`config.mk`:
```
export PLATFORM = sky130hd
export DESIGN_NAME = aquarium_monitor_seq
export DESIGN_NICKNAME = d
export VERILOG_FILES = /design/src/rtl/aquarium_monitor_seq.sv
export SDC_FILE = /design/constraint.sdc
export NUM_CORES = 1
export LEC_CHECK = 0
export CAP_MARGIN = 20
export CORE_UTILIZATION = 40
export CTS_BUF_LIST = sky130_fd_sc_hd__clkbuf_16
export CTS_CLUSTER_DIAMETER = 60
export DETAILED_ROUTE_END_ITERATION = 7
export PLACE_DENSITY = 0.7
export SLEW_MARGIN = 10
export SYNTH_ARGS = -nofsm -noshare
export SYNTH_HDL_FRONTEND = slang
export SYNTH_SLANG_ARGS = --single-unit
```
`constraint.sdc`:
```
create_clock -name CLK -period 1.5 [get_ports CLK]
set_input_delay 0.375 -clock CLK [delete_from_list [all_inputs] [get_ports CLK]]
set_output_delay 0.375 -clock CLK [all_outputs]
set_load 0.01 [all_outputs]
```
`src/rtl/aquarium_monitor_seq.sv`:
```
// Aquarium sensor scan sequencer. Requests one sample from each of the four channels,
// loads it into its tank register, checks its limits, then shows that channel on the display mux.
module aquarium_monitor_seq #(
  parameter int DWELL   = 4,
  parameter int TIMEOUT = 16
) (
  input  logic       CLK,
  input  logic       reset,
  input  logic       start,
  input  logic       clr_err,
  input  logic       sample_valid,
  input  logic [7:0] sensor_data,
  input  logic [7:0] lim_lo,
  input  logic [7:0] lim_hi,
  output logic       sample_req,
  output logic [1:0] sensor_ch,
  output logic [3:0] ld_en,
  output logic [7:0] data_out,
  output logic [4:0] mux_sel,
  output logic [7:0] scan_cnt,
  output logic [3:0] alarm,
  output logic       busy,
  output logic       err
);

  typedef enum logic [2:0] {
    IDLE  = 3'd0,
    REQ   = 3'd1,
    LOAD  = 3'd2,
    SHOW  = 3'd3,
    ERROR = 3'd4
  } state_t;

  localparam logic [7:0] DWELL_LAST   = 8'(DWELL - 1);
  localparam logic [7:0] TIMEOUT_LAST = 8'(TIMEOUT - 1);

  state_t     state;
  state_t     state_next;
  logic [1:0] ch;
  logic [7:0] req_timer;
  logic [7:0] dwell_timer;
  logic       ready;
  logic       req_expired;
  logic       dwell_done;

  assign req_expired = (req_timer == TIMEOUT_LAST);
  assign dwell_done  = (dwell_timer == DWELL_LAST);

  always_ff @(posedge CLK or posedge reset) begin
    if (reset) begin
      state <= IDLE;
    end else begin
      state <= state_next;
    end
  end

  // ready holds off the first request by one edge after reset is released
  always_comb begin
    state_next = state;
    case (state)
      IDLE: begin
        if (start && ready) state_next = REQ;
      end
      REQ: begin
        if (sample_valid)     state_next = LOAD;
        else if (req_expired) state_next = ERROR;
      end
      LOAD: begin
        state_next = SHOW;
      end
      SHOW: begin
        if (dwell_done) begin
          if (ch != 2'd3) state_next = REQ;
          else if (start) state_next = REQ;
          else            state_next = IDLE;
        end
      end
      ERROR: begin
        if (clr_err) state_next = IDLE;
      end
      default: begin
        state_next = IDLE;
      end
    endcase
  end

  always_ff @(posedge CLK or posedge reset) begin
    if (reset) begin
      ready       <= 1'b0;
      ch          <= 2'd0;
      req_timer   <= 8'd0;
      dwell_timer <= 8'd0;
      data_out    <= 8'd0;
      scan_cnt    <= 8'd0;
      alarm       <= 4'd0;
    end else begin
      ready <= 1'b1;
      case (state)
        IDLE: begin
          ch          <= 2'd0;
          req_timer   <= 8'd0;
          dwell_timer <= 8'd0;
        end
        REQ: begin
          if (sample_valid) begin
            data_out  <= sensor_data;
            req_timer <= 8'd0;
          end else if (req_expired) begin
            req_timer <= 8'd0;
          end else begin
            req_timer <= req_timer + 8'd1;
          end
        end
        LOAD: begin
          alarm[ch]   <= (data_out < lim_lo) | (data_out > lim_hi);
          dwell_timer <= 8'd0;
        end
        SHOW: begin
          if (dwell_done) begin
            dwell_timer <= 8'd0;
            if (ch == 2'd3) begin
              scan_cnt <= scan_cnt + 8'd1;
              ch       <= 2'd0;
            end else begin
              ch <= ch + 2'd1;
            end
          end else begin
            dwell_timer <= dwell_timer + 8'd1;
          end
        end
        ERROR: begin
          ch        <= 2'd0;
          req_timer <= 8'd0;
        end
        default: begin
          ch <= 2'd0;
        end
      endcase
    end
  end

  // Outputs come only from registered state, so no input reaches an output combinationally
  always_comb begin
    sample_req = (state == REQ);
    sensor_ch  = ch;
    ld_en      = 4'b0000;
    mux_sel    = 5'b00000;
    busy       = (state == REQ) || (state == LOAD) || (state == SHOW);
    err        = (state == ERROR);
    case (state)
      REQ:     mux_sel = 5'b00001;
      LOAD: begin
        mux_sel   = 5'b00001;
        ld_en[ch] = 1'b1;
      end
      SHOW:    mux_sel = 5'b00010 << ch;
      ERROR:   mux_sel = 5'b11111;
      default: mux_sel = 5'b00000;
    endcase
  end

endmodule

```
* Word level (Yosys, flattened, before mapping)
Index checks and enable logic that the tools add are counted.
** Cells by class
- Shift operators :: 1
- Bitwise logic cells :: 2
- Muxes and demuxes :: 21
- Reduce and logical (&&, ||, !) cells :: 14
- Equal/unequal tests :: 12
- Order comparisons :: 4
- $add $sub $neg :: 4
** Operators by type and width (number)
- one-hot mux 8 bit (2 select lines) :: 2
- adder 8 x 1 -> 8 bit, second input constant :: 3
- two-way mux 8 bit :: 3
- two-way mux 3 bit :: 5
- one-hot mux 3 bit (5 select lines) :: 1
- one-hot mux 5 bit (3 select lines) :: 1
- equality test 8 x 2 -> 1 bit, second input constant :: 1
- equality test 8 x 4 -> 1 bit, second input constant :: 1
- > comparator 8 bit :: 1
- less-than comparator 8 bit :: 1
- inequality test 2 bit, second input constant :: 4
- equality test 3 x 2 -> 1 bit, second input constant :: 2
- OR reduction 2 bit :: 3
- << shifter 2 x 2 -> 5 bit, first input constant :: 1
- bitwise mux 4 bit :: 1
- two-way mux 2 bit :: 2
- two-way mux 4 bit :: 1
- one-hot mux 2 bit (2 select lines) :: 1
- AND reduction 2 bit :: 2
- AND reduction 4 bit :: 1
- nonzero test 2 bit :: 2
- equality test 3 x 1 -> 1 bit, second input constant :: 1
- equality test 3 bit, second input constant :: 1
- zero test 3 bit :: 1
- 12 further kinds :: 16
** Storage, ports and cells
- Bits in registers :: 42
- Output and inout port bits :: 34
- Word-level logic and storage cells :: 66
- Input bits :: 29

* Depth between registers and ports, before layout
- Depth after elaboration :: 5
- Depth in mapped cells :: 8
- Depth with buffers taken out :: 7

* Worst setup path before layout
No wires, ideal clock.
- Kind :: flip-flop to flip-flop
- Start point :: register state[2]
- End point :: register data_out[1]
- Path buffers :: 2
- Setup slack :: -0.149 ns
- Setup time :: 0.125 ns
- Stages on the path, launching flop included :: 6
- Data arrival time :: 1.524 ns
- Period minus slack after synthesis :: 1.649 ns
- Data required time :: 1.375 ns
- Cell sequence :: dfrtp_1 buf_2 nor3b_2 and2_1 buf_2 mux2_2
** Between the ends
- Word-level cells in the longest chain between the ends :: 2
** RTL lines
- start, declared :: RTL line 37 : state_t state;
- start signal, assigned :: RTL line 53 : state <= state_next;
- equality test 3 x 1 -> 1 bit
- via sample_req :: RTL line 15 : output logic sample_req,
- AND reduction 2 bit (no line)
- end signal, assigned :: RTL line 106 : data_out <= sensor_data;
- end, declared :: RTL line 18 : output logic [7:0] data_out,
The timed path passes the listed nets, and every way through them passes these cells.
A chain may end at the register's enable or synchronous reset.

* Worst setup path after layout
- Start point :: register state[1]
- End point :: output mux_sel[0]
** Between the ends
- Word-level cells in the longest chain between the ends :: 3
- Elaborated cells between the ends (all ways) :: 6
- Classes of those cells :: eq/ne (4); mux (1); reduce/logical (1)
** RTL lines
- equality test 3 x 1 -> 1 bit or equality test 3 x 2 -> 1 bit (tied branches) :: RTL line 150 : case (state)
- OR reduction 2 bit (no line)
- one-hot mux 5 bit (3 select lines) (*) :: RTL line 150
- end, declared :: RTL line 19 : output logic [4:0] mux_sel,
Mark *: on every way between the ends. The rest lies on a longest branch, timed or not.

==> impl_metrics.sql <==
INSERT INTO impl_metrics (metric_group, metric, value, unit) VALUES
('sta', 'maxClockFrequency', '553', 'MHz'),
('grt', 'global_route_wire_length_before_repair', '11700', 'um'),
('critical_path', 'critPathMaxFanout', '4', ''),
('synth', 'synth.cell_area', '2540', 'um^2'),
('critical_path', 'worst_setup_path_category', 'register to output pin', ''),
('sta', 'fin_hold_ws', '0.456', 'ns'),
('critical_path', 'startpoint', 'state[1]', ''),
('clocking', 'clock_sink_count', '42', ''),
('die', 'dieWidth', '81.7', 'um'),
('cells_and_area', 'post_route_cells_drive_above_1_share', '47.5', '%'),
('critical_path', 'kind_of_start_point_of_the_critical_path', 'register', ''),
('synth', 'post_synth.cell_area_avg', '9.42', 'um^2'),
('route', 'remaining_drc_errors', '0', ''),
('cells_and_area', 'final_cell_mix', '56 x buf_4, 38 x dfrtp_1, 31 x buf_6', ''),
('status', 'failed_checks', 'negative setup slack', ''),
('die', 'placement_rows', '28', ''),
('grt', 'global_route.usage.total', '23.3', '%'),
('route', 'routed_wirelength', '7790', 'um'),
('route', 'routedLengthMet1', '3110', 'um'),
('sta', 'unrepaired_setup_endpoints_after_global_routing', 'true', ''),
('clocking', 'cts_buffers', '5', ''),
('sta', 'finalMaxSlewViolations', '0', ''),
('route', 'drt_first_iter_violations', '64', ''),
('critical_path', 'timing.critical_path.slowest_cell_delay', '0.42', 'ns'),
('sta', 'hold_viol_final', '0', ''),
('sta', 'final_critical_path_setup_slack', '-0.309', 'ns'),
('clocking', 'root_buffer', 'clkbuf_16', ''),
('grt', 'first_global_vias', '2610', ''),
('clocking', 'clk_pin_slew', '0.06', 'ns'),
('route', 'detail_route.wl_per_cell', '15.9', 'um'),
('placed_design', 'dpl_wire_length', '4670', 'um'),
('critical_path', 'regToRegEndpoint', 'alarm[2]', ''),
('sta', 'layout_min_cycle_time', '1.81', 'ns'),
('sta', 'report.final.setup_viol', '49', ''),
('synth', 'syn-instance-count', '270', ''),
('critical_path', 'crit_slowest_cell', 'dfrtp_1', ''),
('synth', 'number_of_enable_type_register_cells_in_the_synthesized_netlist', '0', ''),
('synth', 'yosysUniqueCellTypes', '46', ''),
('die', 'dieHeight', '81.7', 'um'),
('synth', 'synth.yosys.warnings', '0', ''),
('grt', 'globalRouteOverflowTotal', '0', ''),
('cells_and_area', 'final_core_utilization', '74.8', '%'),
('synth', 'synth_top_flop_cell', 'dfrtp_1', ''),
('route', 'avgViaCountPerCell', '5.24', ''),
('cells_and_area', 'final_common_cell', 'buf_4', ''),
('cells_and_area', 'nFillCells', '387', ''),
('power', 'power_density', '1480', 'nW/um^2'),
('route', 'met2WireLength', '4160', 'um'),
('cells_and_area', 'final-seq-area', '1060', 'um^2'),
('critical_path', 'reg2reg_path_depth', '7', ''),
('power', 'vdd_drop_max', '885', 'uV'),
('critical_path', 'setup.worst_path.end', 'mux_sel[0]', ''),
('cells_and_area', 'antenna_cells', '0', ''),
('critical_path', 'critical_path_depth', '5', ''),
('grt', 'pin_count_of_the_biggest_net_entering_global_routing', '43', ''),
('placed_design', 'placement.io_buffers', '62', ''),
('critical_path', 'crit_path_cell_trace', 'buf_6, buf_6, xnor2_2, o21bai_1, buf_2', ''),
('route', 'highest_layer', 'met4', ''),
('critical_path', 'worst-path-buf-inv', '3', ''),
('sta', 'final.setup.tns', '-7.80', 'ns'),
('critical_path', 'r2r-start', 'data_out[5]', ''),
('clocking', 'cts_hold_buffers', '0', ''),
('route', 'routed-via-count', '2570', ''),
('die', 'io-pin-count', '63', ''),
('status', 'outcome', 'finished, violations left', ''),
('placed_design', 'dpl_worst_slack', '-0.611', 'ns'),
('critical_path', 'critical_path_arrival', '1.43', 'ns'),
('die', 'design.core.area', '6030', 'um^2'),
('synth', 'asyncSetResetFlopFracSynth', '100', '%'),
('route', 'met3_wirelength', '388', 'um'),
('cells_and_area', 'footprint_of_the_multi_input_gates', '1790', 'um^2');
-- registers in the layout, summed over array words and instances, names as in the netlist --
signal,count
alarm,4
data_out,8
dwell_timer,8
ready,1
req_timer,8
scan_cnt,8
sensor_ch,2
state,3
-- timing repair --
action                                  CTS  global route
hold endpoints to repair                  0             0
endpoints found under the setup margin   71            57
pin swaps                                53            33
buffers inserted                         19             7
gates resized for setup                 159            63
gates cloned                              2             0
-- cells by family after synthesis --
kind of cell | share of synthesized area (%)
compound gates | 16.0
xor+xnor | 3.10
fa+ha+maj | 10.8
buf+inv | 5.26
flops | 41.3
mux | 3.54
other cells | 0.147
simple gates | 19.8
-- cells in the mapped netlist (2+ instances only) --
cell type | n | area share (%)
nand2_1 | 35 | 5.2
nor2b_1 | 2 | 0.49
mux2_2 | 8 | 3.5
nand3_1 | 6 | 1.2
and3_1 | 5 | 1.2
and3_2 | 2 | 0.59
nand2b_1 | 3 | 0.74
nor4b_4 | 2 | 1.9
a22o_1 | 3 | 1.0
buf_4 | 2 | 0.59
a21o_1 | 3 | 0.89
ha_1 | 22 | 11
and2_1 | 4 | 0.98
o211ai_1 | 3 | 0.89
a31oi_1 | 5 | 1.2
nor3_1 | 3 | 0.59
xor2_1 | 2 | 0.69
o21ai_0 | 26 | 5.1
buf_2 | 2 | 0.39
o31ai_1 | 2 | 0.59
nor2_1 | 14 | 2.1
inv_1 | 20 | 3.0
nand4_1 | 9 | 2.2
a211oi_1 | 4 | 1.2
xnor2_1 | 7 | 2.4
a21oi_1 | 14 | 2.8
dfrtp_1 | 42 | 41
buf_6 | 2 | 0.89
-- through the flow --
stage               cells  area [um^2]  total power, uW
CTS                   485         4240             6040
detailed placement    457         3720             4410
global placement      457         3720             4350
floorplan             270         2610             3050
global route          490         4510             7040
finish                490         4510             6660
-- layout make-up --
type / count / share of cell area [%]
clock buffer: 5 / 2.77
clock inverter: 3 / 0.277
inverter: 21 / 1.80
multi-input combinational: 200 / 39.6
sequential: 42 / 23.4
tap: 75 / 2.08
timing repair buffer: 144 / 30.0
-- report_power, final --
| group | internal (uW) | switching (uW) |
|---|---|---|
| clock network | 602 | 428 |
| registers | 1350 | 267 |
| logic | 2230 | 1790 |
| total | 4170 | 2490 |
-- metal layers --
| metal | vias to the layer above | global-route usage [%] |
|---|---|---|
| met2 | 68 | 43.4 |
| met3 | 11 | 4.67 |
| met1 | 1242 | 26.0 |
| li1 | 1249 | - |
| met4 | 0 | 7.89 |
| met5 | - | 0 |
-- tightest hold or removal path, stage by stage --
cell,delay [ns]
clkdlybuf4s50_1,0.40
inv_1,0.09
buf_12,0.24
-- how the worst min path moves through the flow --
stage | startpoint | endpoint | depth (start not counted)
after global routing | scan_cnt[7] | scan_cnt[7] | 1
after floorplan | req_timer[7] | req_timer[7] | 1
after global placement | scan_cnt[7] | scan_cnt[7] | 1
after detailed placement | scan_cnt[7] | scan_cnt[7] | 1
final | reset | req_timer[7] | 3
after CTS | scan_cnt[7] | scan_cnt[7] | 1
(Power assumes the default switching activity.)
